--- config.mk ---
export PLATFORM = sky130hd
export DESIGN_NAME = sound_latch_bridge
export DESIGN_NICKNAME = d
export VERILOG_FILES = /design/src/rtl/sound_latch_bridge.sv
export SDC_FILE = /design/constraint.sdc
export NUM_CORES = 1
export LEC_CHECK = 0
export ABC_AREA = 0
export CAP_MARGIN = 10
export CORE_UTILIZATION = 36
export CTS_CLUSTER_DIAMETER = 40
export DETAILED_ROUTE_END_ITERATION = 10
export HOLD_SLACK_MARGIN = 0.12
export PLACE_DENSITY = 0.87
export SYNTH_ARGS = -nofsm -noshare
export SYNTH_HDL_FRONTEND = slang
export SYNTH_SLANG_ARGS = --single-unit
--- constraint.sdc ---
create_clock -name clk -period 1.5 [get_ports clk]
set_clock_uncertainty 0.1 [all_clocks]
set_input_delay 0.3 -clock clk [delete_from_list [all_inputs] [get_ports clk]]
set_output_delay 0.3 -clock clk [all_outputs]
set_load 0.01 [all_outputs]
--- src/rtl/sound_latch_bridge.sv ---
// sound_latch_bridge
// Command/reply mailbox between the 68K and the Z80 sound CPU.
// The 68K writes a command byte, the Z80 is interrupted through NMI, reads the
// byte from F800h and may write a reply byte back that the 68K can read at
// any time. A new command that lands before the Z80 read the previous one
// forces NMI high for NMI_GAP cycles so the Z80 sees a fresh falling edge.
//
// Strobe semantics: there is no valid/ready handshake. Every strobe is treated
// as a level that produces exactly one event on its first cycle high. The
// event is detected against a registered copy of the strobe. Holding a strobe
// high has no further effect until it has dropped and risen again.

module sound_latch_bridge #(
  parameter int NMI_GAP = 4,     // cycles of forced-high NMI on re-arm (>=1)
  parameter bit CMD_HI  = 1'b1   // 1: command from m68k_din[15:8], 0: [7:0]
) (
  input  logic        clk,
  input  logic        reset,
  input  logic        m68k_latch_cs,
  input  logic [15:0] m68k_din,
  input  logic        z80_latch_read_cs,
  input  logic        z80_latch_cs,
  input  logic        z80_rd_n,
  input  logic        z80_wr_n,
  input  logic [7:0]  z80_din,
  output logic [7:0]  z80_latch_dout,
  output logic [15:0] m68k_reply_dout,
  output logic        z80_nmi_n,
  output logic        cmd_pending,
  output logic        cmd_overrun,
  output logic [1:0]  dbg_state
);

  localparam int              CW       = $clog2(NMI_GAP) + 1;
  localparam logic [CW-1:0]   GAP_LOAD = CW'(NMI_GAP - 1);

  typedef enum logic [1:0] {
    S_IDLE   = 2'd0,
    S_ASSERT = 2'd1,
    S_GAP    = 2'd2
  } state_t;

  state_t          r_state;
  logic [CW-1:0]   r_gap_cnt;
  logic            r_nmi_n;

  logic            r_m68k_cs_q;
  logic            r_z80_rd_q;
  logic            r_z80_wr_q;

  logic [7:0]      r_cmd;
  logic [7:0]      r_reply;
  logic            r_cmd_pending;
  logic            r_cmd_overrun;

  logic            w_z80_rd_strobe;
  logic            w_z80_wr_strobe;
  logic            w_wr68;
  logic            w_rdz;
  logic            w_wrz;
  logic [7:0]      w_cmd_byte;
  logic            w_unused;

  // The reply latch is always presented, so the 68K read strobe carries no
  // information here; the unselected half of the 68K data bus is ignored.
  assign w_unused = &{1'b0, z80_latch_read_cs, m68k_din};

  assign w_z80_rd_strobe = z80_latch_cs & ~z80_rd_n;
  assign w_z80_wr_strobe = z80_latch_cs & ~z80_wr_n;

  assign w_wr68 = m68k_latch_cs   & ~r_m68k_cs_q;
  assign w_rdz  = w_z80_rd_strobe & ~r_z80_rd_q;
  assign w_wrz  = w_z80_wr_strobe & ~r_z80_wr_q;

  assign w_cmd_byte = CMD_HI ? m68k_din[15:8] : m68k_din[7:0];

  // Registered copies of the strobes used for rising-edge detection
  always_ff @(posedge clk or posedge reset) begin
    if (reset) begin
      r_m68k_cs_q <= 1'b0;
      r_z80_rd_q  <= 1'b0;
      r_z80_wr_q  <= 1'b0;
    end else begin
      r_m68k_cs_q <= m68k_latch_cs;
      r_z80_rd_q  <= w_z80_rd_strobe;
      r_z80_wr_q  <= w_z80_wr_strobe;
    end
  end

  // Command latch, pending flag and sticky overrun; a 68K write beats a
  // same-cycle Z80 read, and that collision is not an overrun
  always_ff @(posedge clk or posedge reset) begin
    if (reset) begin
      r_cmd         <= 8'h00;
      r_cmd_pending <= 1'b0;
      r_cmd_overrun <= 1'b0;
    end else begin
      if (w_wr68) begin
        r_cmd         <= w_cmd_byte;
        r_cmd_pending <= 1'b1;
        if (r_cmd_pending && !w_rdz) begin
          r_cmd_overrun <= 1'b1;
        end
      end else if (w_rdz) begin
        r_cmd_pending <= 1'b0;
      end
    end
  end

  // Reply latch written by the Z80
  always_ff @(posedge clk or posedge reset) begin
    if (reset) begin
      r_reply <= 8'h00;
    end else if (w_wrz) begin
      r_reply <= z80_din;
    end
  end

  // NMI sequencer; nmi_n is registered alongside the state so it is low
  // exactly while the state is ASSERT
  always_ff @(posedge clk or posedge reset) begin
    if (reset) begin
      r_state   <= S_IDLE;
      r_gap_cnt <= '0;
      r_nmi_n   <= 1'b1;
    end else begin
      case (r_state)
        S_IDLE: begin
          if (w_wr68) begin
            r_state <= S_ASSERT;
            r_nmi_n <= 1'b0;
          end
        end
        S_ASSERT: begin
          if (w_wr68) begin
            // Back-to-back command: release NMI to create a new edge later
            r_state   <= S_GAP;
            r_gap_cnt <= GAP_LOAD;
            r_nmi_n   <= 1'b1;
          end else if (w_rdz) begin
            r_state <= S_IDLE;
            r_nmi_n <= 1'b1;
          end
        end
        S_GAP: begin
          // Writes during the gap only touch the latch; the count runs on
          if (r_gap_cnt == '0) begin
            if (r_cmd_pending) begin
              r_state <= S_ASSERT;
              r_nmi_n <= 1'b0;
            end else begin
              r_state <= S_IDLE;
            end
          end else begin
            r_gap_cnt <= r_gap_cnt - 1'b1;
          end
        end
        default: begin
          r_state <= S_IDLE;
          r_nmi_n <= 1'b1;
        end
      endcase
    end
  end

  assign z80_latch_dout  = r_cmd;
  assign m68k_reply_dout = {8'h00, r_reply};
  assign z80_nmi_n       = r_nmi_n;
  assign cmd_pending     = r_cmd_pending;
  assign cmd_overrun     = r_cmd_overrun;
  assign dbg_state       = r_state;

endmodule

==> results <==
area by class of cell:
type,instances,area (um^2)
fillers,281,1330
flip-flops and latches,27,677
repair buffers,57,518
multi-input cells,71,502
well taps,44,55.1
clock buffers,3,22.5
inverters,4,15.0
clock inverters,1,5.00
report_power, final:
group | total [uW] | internal (uW) | switching [uW]
Combinational | 888 | 468 | 420
Sequential | 941 | 872 | 68.9
Clock | 299 | 99.6 | 200
Total | 2130 | 1440 | 689
synth_stat cells (all sizes together):
master / n
nand2: 27
dfrtp: 26
buf: 11
mux2: 8
inv: 4
nor2b: 4
a21o: 2
ha: 2
nand3: 2
nor2: 2
nor3: 2
o21ai: 2
a21oi: 1
a22oi: 1
a311oi: 1
clkbuf: 1
conb: 1
dfstp: 1
nand2b: 1
nand3b: 1
nand4b: 1
nor4b: 1
o211ai: 1
o21a: 1
o21bai: 1
o221ai: 1
or3b: 1
final timing paths:
check / from / to / cells after the start
worst max-delay path: z80_latch_cs / r_reply[4] / 5
worst min-delay path: z80_latch_dout[0] / z80_latch_dout[0] / 2
worst max register to register: r_gap_cnt[0] / r_gap_cnt[0] / 7
worst min register to register: z80_latch_dout[0] / z80_latch_dout[0] / 2
max in group asynchronous: reset / r_gap_cnt[0] / 4
min in group asynchronous: reset / cmd_overrun / 3
cells by family after synthesis:
family                     Yosys count  synth area share, %
AOI/OAI and AO/OA                   11                 6.40
muxes                                8                 7.74
buffers and inverters               16                 8.57
adders and majority gates            2                 2.06
DFF                                 27                 55.8
other                                1                0.309
and+or+nand+nor                     42                 19.1
layer usage:
metal / global-route usage, % / routed length (um)
met1: 17.8 / 1010
met2: 27.8 / 1400
met3: 2.16 / 110
met4: 7.64 / 27
met5: 0 / 0
worst reg2reg max path, delay by kind of cell, from the launching register on:
kind | cells | cell delay (ps)
compound gates | 1 | 90
fa+ha+maj | 2 | 330
buf+inv | 2 | 240
flops | 1 | 350
simple gates | 2 | 270
through the flow:
step                std cells  TNS [ps]
finish                    207         0
global route              207     -35.5
CTS                       207         0
detailed placement        199     -3870
global placement          199     -3160
floorplan                 114         0
flip-flops by register name (all words and copies together), names as in the netlist:
| signal | cells |
|---|---|
| r_reply | 8 |
| cmd_overrun | 1 |
| r_z80_rd_q | 1 |
| r_z80_wr_q | 1 |
| z80_nmi_n | 1 |
| r_gap_cnt | 3 |
| dbg_state | 2 |
| z80_latch_dout | 8 |
| cmd_pending | 1 |
| r_m68k_cs_q | 1 |
repair_timing:
action	in CTS	in global routing
pin swaps	0	2
setup buffers	3	0
hold buffers	1	0
hold endpoints to repair	6	0
endpoints found under the setup margin	30	5
resized for setup	28	6
==> flow_metrics.py <==
metrics = {
    "outcome": {
        "status": "finished clean",
    },
    "synth": {
        "netlist_instances": 107,
        "synth-seq-cells": 27,
        "synth.yosys.seq_area_share_pct": 55.8,
        "yosys.area.top_type_share_pct": 53.7,
        "synthTopCellsByArea": "dfrtp_1 (54%), nand2_1 (8.4%), mux2_2 (6.5%)",
        "yosys.area.top_type": "dfrtp_1",
        "syn_avg_cell_area_um2": 11.3,
        "synth_area_um2": 1210,
        "yosysWarnings": 0,
        "synth_cell_type_count": 32,
    },
    "setup_path": {
        "rrSetupSlack_ps": 60,
        "worstPathArrival_ps": 1570,
        "worstPathRequired_ps": 1610,
        "end_kind": "flip-flop",
        "path_max_fanout": 8,
        "path_common_cell": "nor2b_4",
        "path_buf_inv": 2,
        "crit_chain": "clkdlybuf4s50_1, nor2b_4, nor2b_4, buf_12, mux2_2",
        "path_delay_family": "buffers and inverters",
        "cpMaxStageDelayCell": "clkdlybuf4s50_1",
        "cpPeakStageDelay_ps": 500,
        "start_kind": "primary input",
        "crit_type": "in -> reg",
    },
    "drt": {
        "wl_mm": 2.55,
        "drt_iter0_drc": 37,
        "remaining_drc_errors": 0,
        "dr.pass1.iters": 4,
        "wire_per_inst_um": 12.3,
        "routed_via_density": 4.57,
        "num_vias": 946,
        "ant_nets": 0,
    },
    "floorplanning": {
        "core-area_um2": 3130,
        "io_pins": 60,
        "die_w_um": 60.0,
        "core.rowCount": 20,
        "die_y_um": 60.0,
        "start_util_pct": 38.8,
        "die_area_um2": 3600,
    },
    "place": {
        "place_hpwl_mm": 1.92,
        "gp_congestion": 0.758,
        "io_buffers": 42,
        "place_area_um2": 1710,
        "place_ws_ps": -355,
    },
    "global_route": {
        "grt.overflow.total": 0,
        "track_usage_pct": 15.5,
        "grt_pass1_vias": 930,
        "grt_antenna_before_repair": 0,
        "grt_pass1_wl_mm": 4.10,
        "grt_start_max_net_pins": 16,
    },
    "timing": {
        "hold_viol": 0,
        "whs_ps": 388,
        "fin_crit_sh_pct": 97.5,
        "worst_slack_ps": 38.0,
        "max_freq_mhz": 684,
        "fin_crit_ps": 1460,
        "final-setup-viol-count": 0,
        "slew_violations": 0,
    },
    "run": {
        "max_cap_viol_count": 0,
    },
    "clock_network": {
        "insertion_delay_ps": 310,
        "numClockSinks": 27,
        "cts_made_buffers": 3,
        "clk_pin_slew_worst_paths_ps": 140,
        "cts_buffer_depth": 2,
        "htree_levels": 1,
        "cts_tree": "yes",
        "clock-root-buffer": "clkbuf_4",
    },
    "finish": {
        "layout.nets": 197,
        "diodes": 0,
        "final_common_cell": "nand2_1",
        "fin_util_pct": 57.4,
        "area_growth_pct": 48.0,
        "final_layout_size_suffix_gt1_share_pct": 23.3,
        "mostFrequentLayoutCells": "nand2_1 (27), dfrtp_1 (26), clkdlybuf4s50_1 (21)",
        "postLayoutCellArea_um2": 1790,
    },
    "min_path": {
        "min_path_type": "reg -> reg",
    },
    "power_and_ir_drop": {
        "total_power_uw": 2130,
        "ir_drop_mv": 0.637,
        "leakage_uw": 0.000879,
        "pwr_density_cell_nw_per_um2": 1190,
    },
}
(Power assumes the default switching activity.)
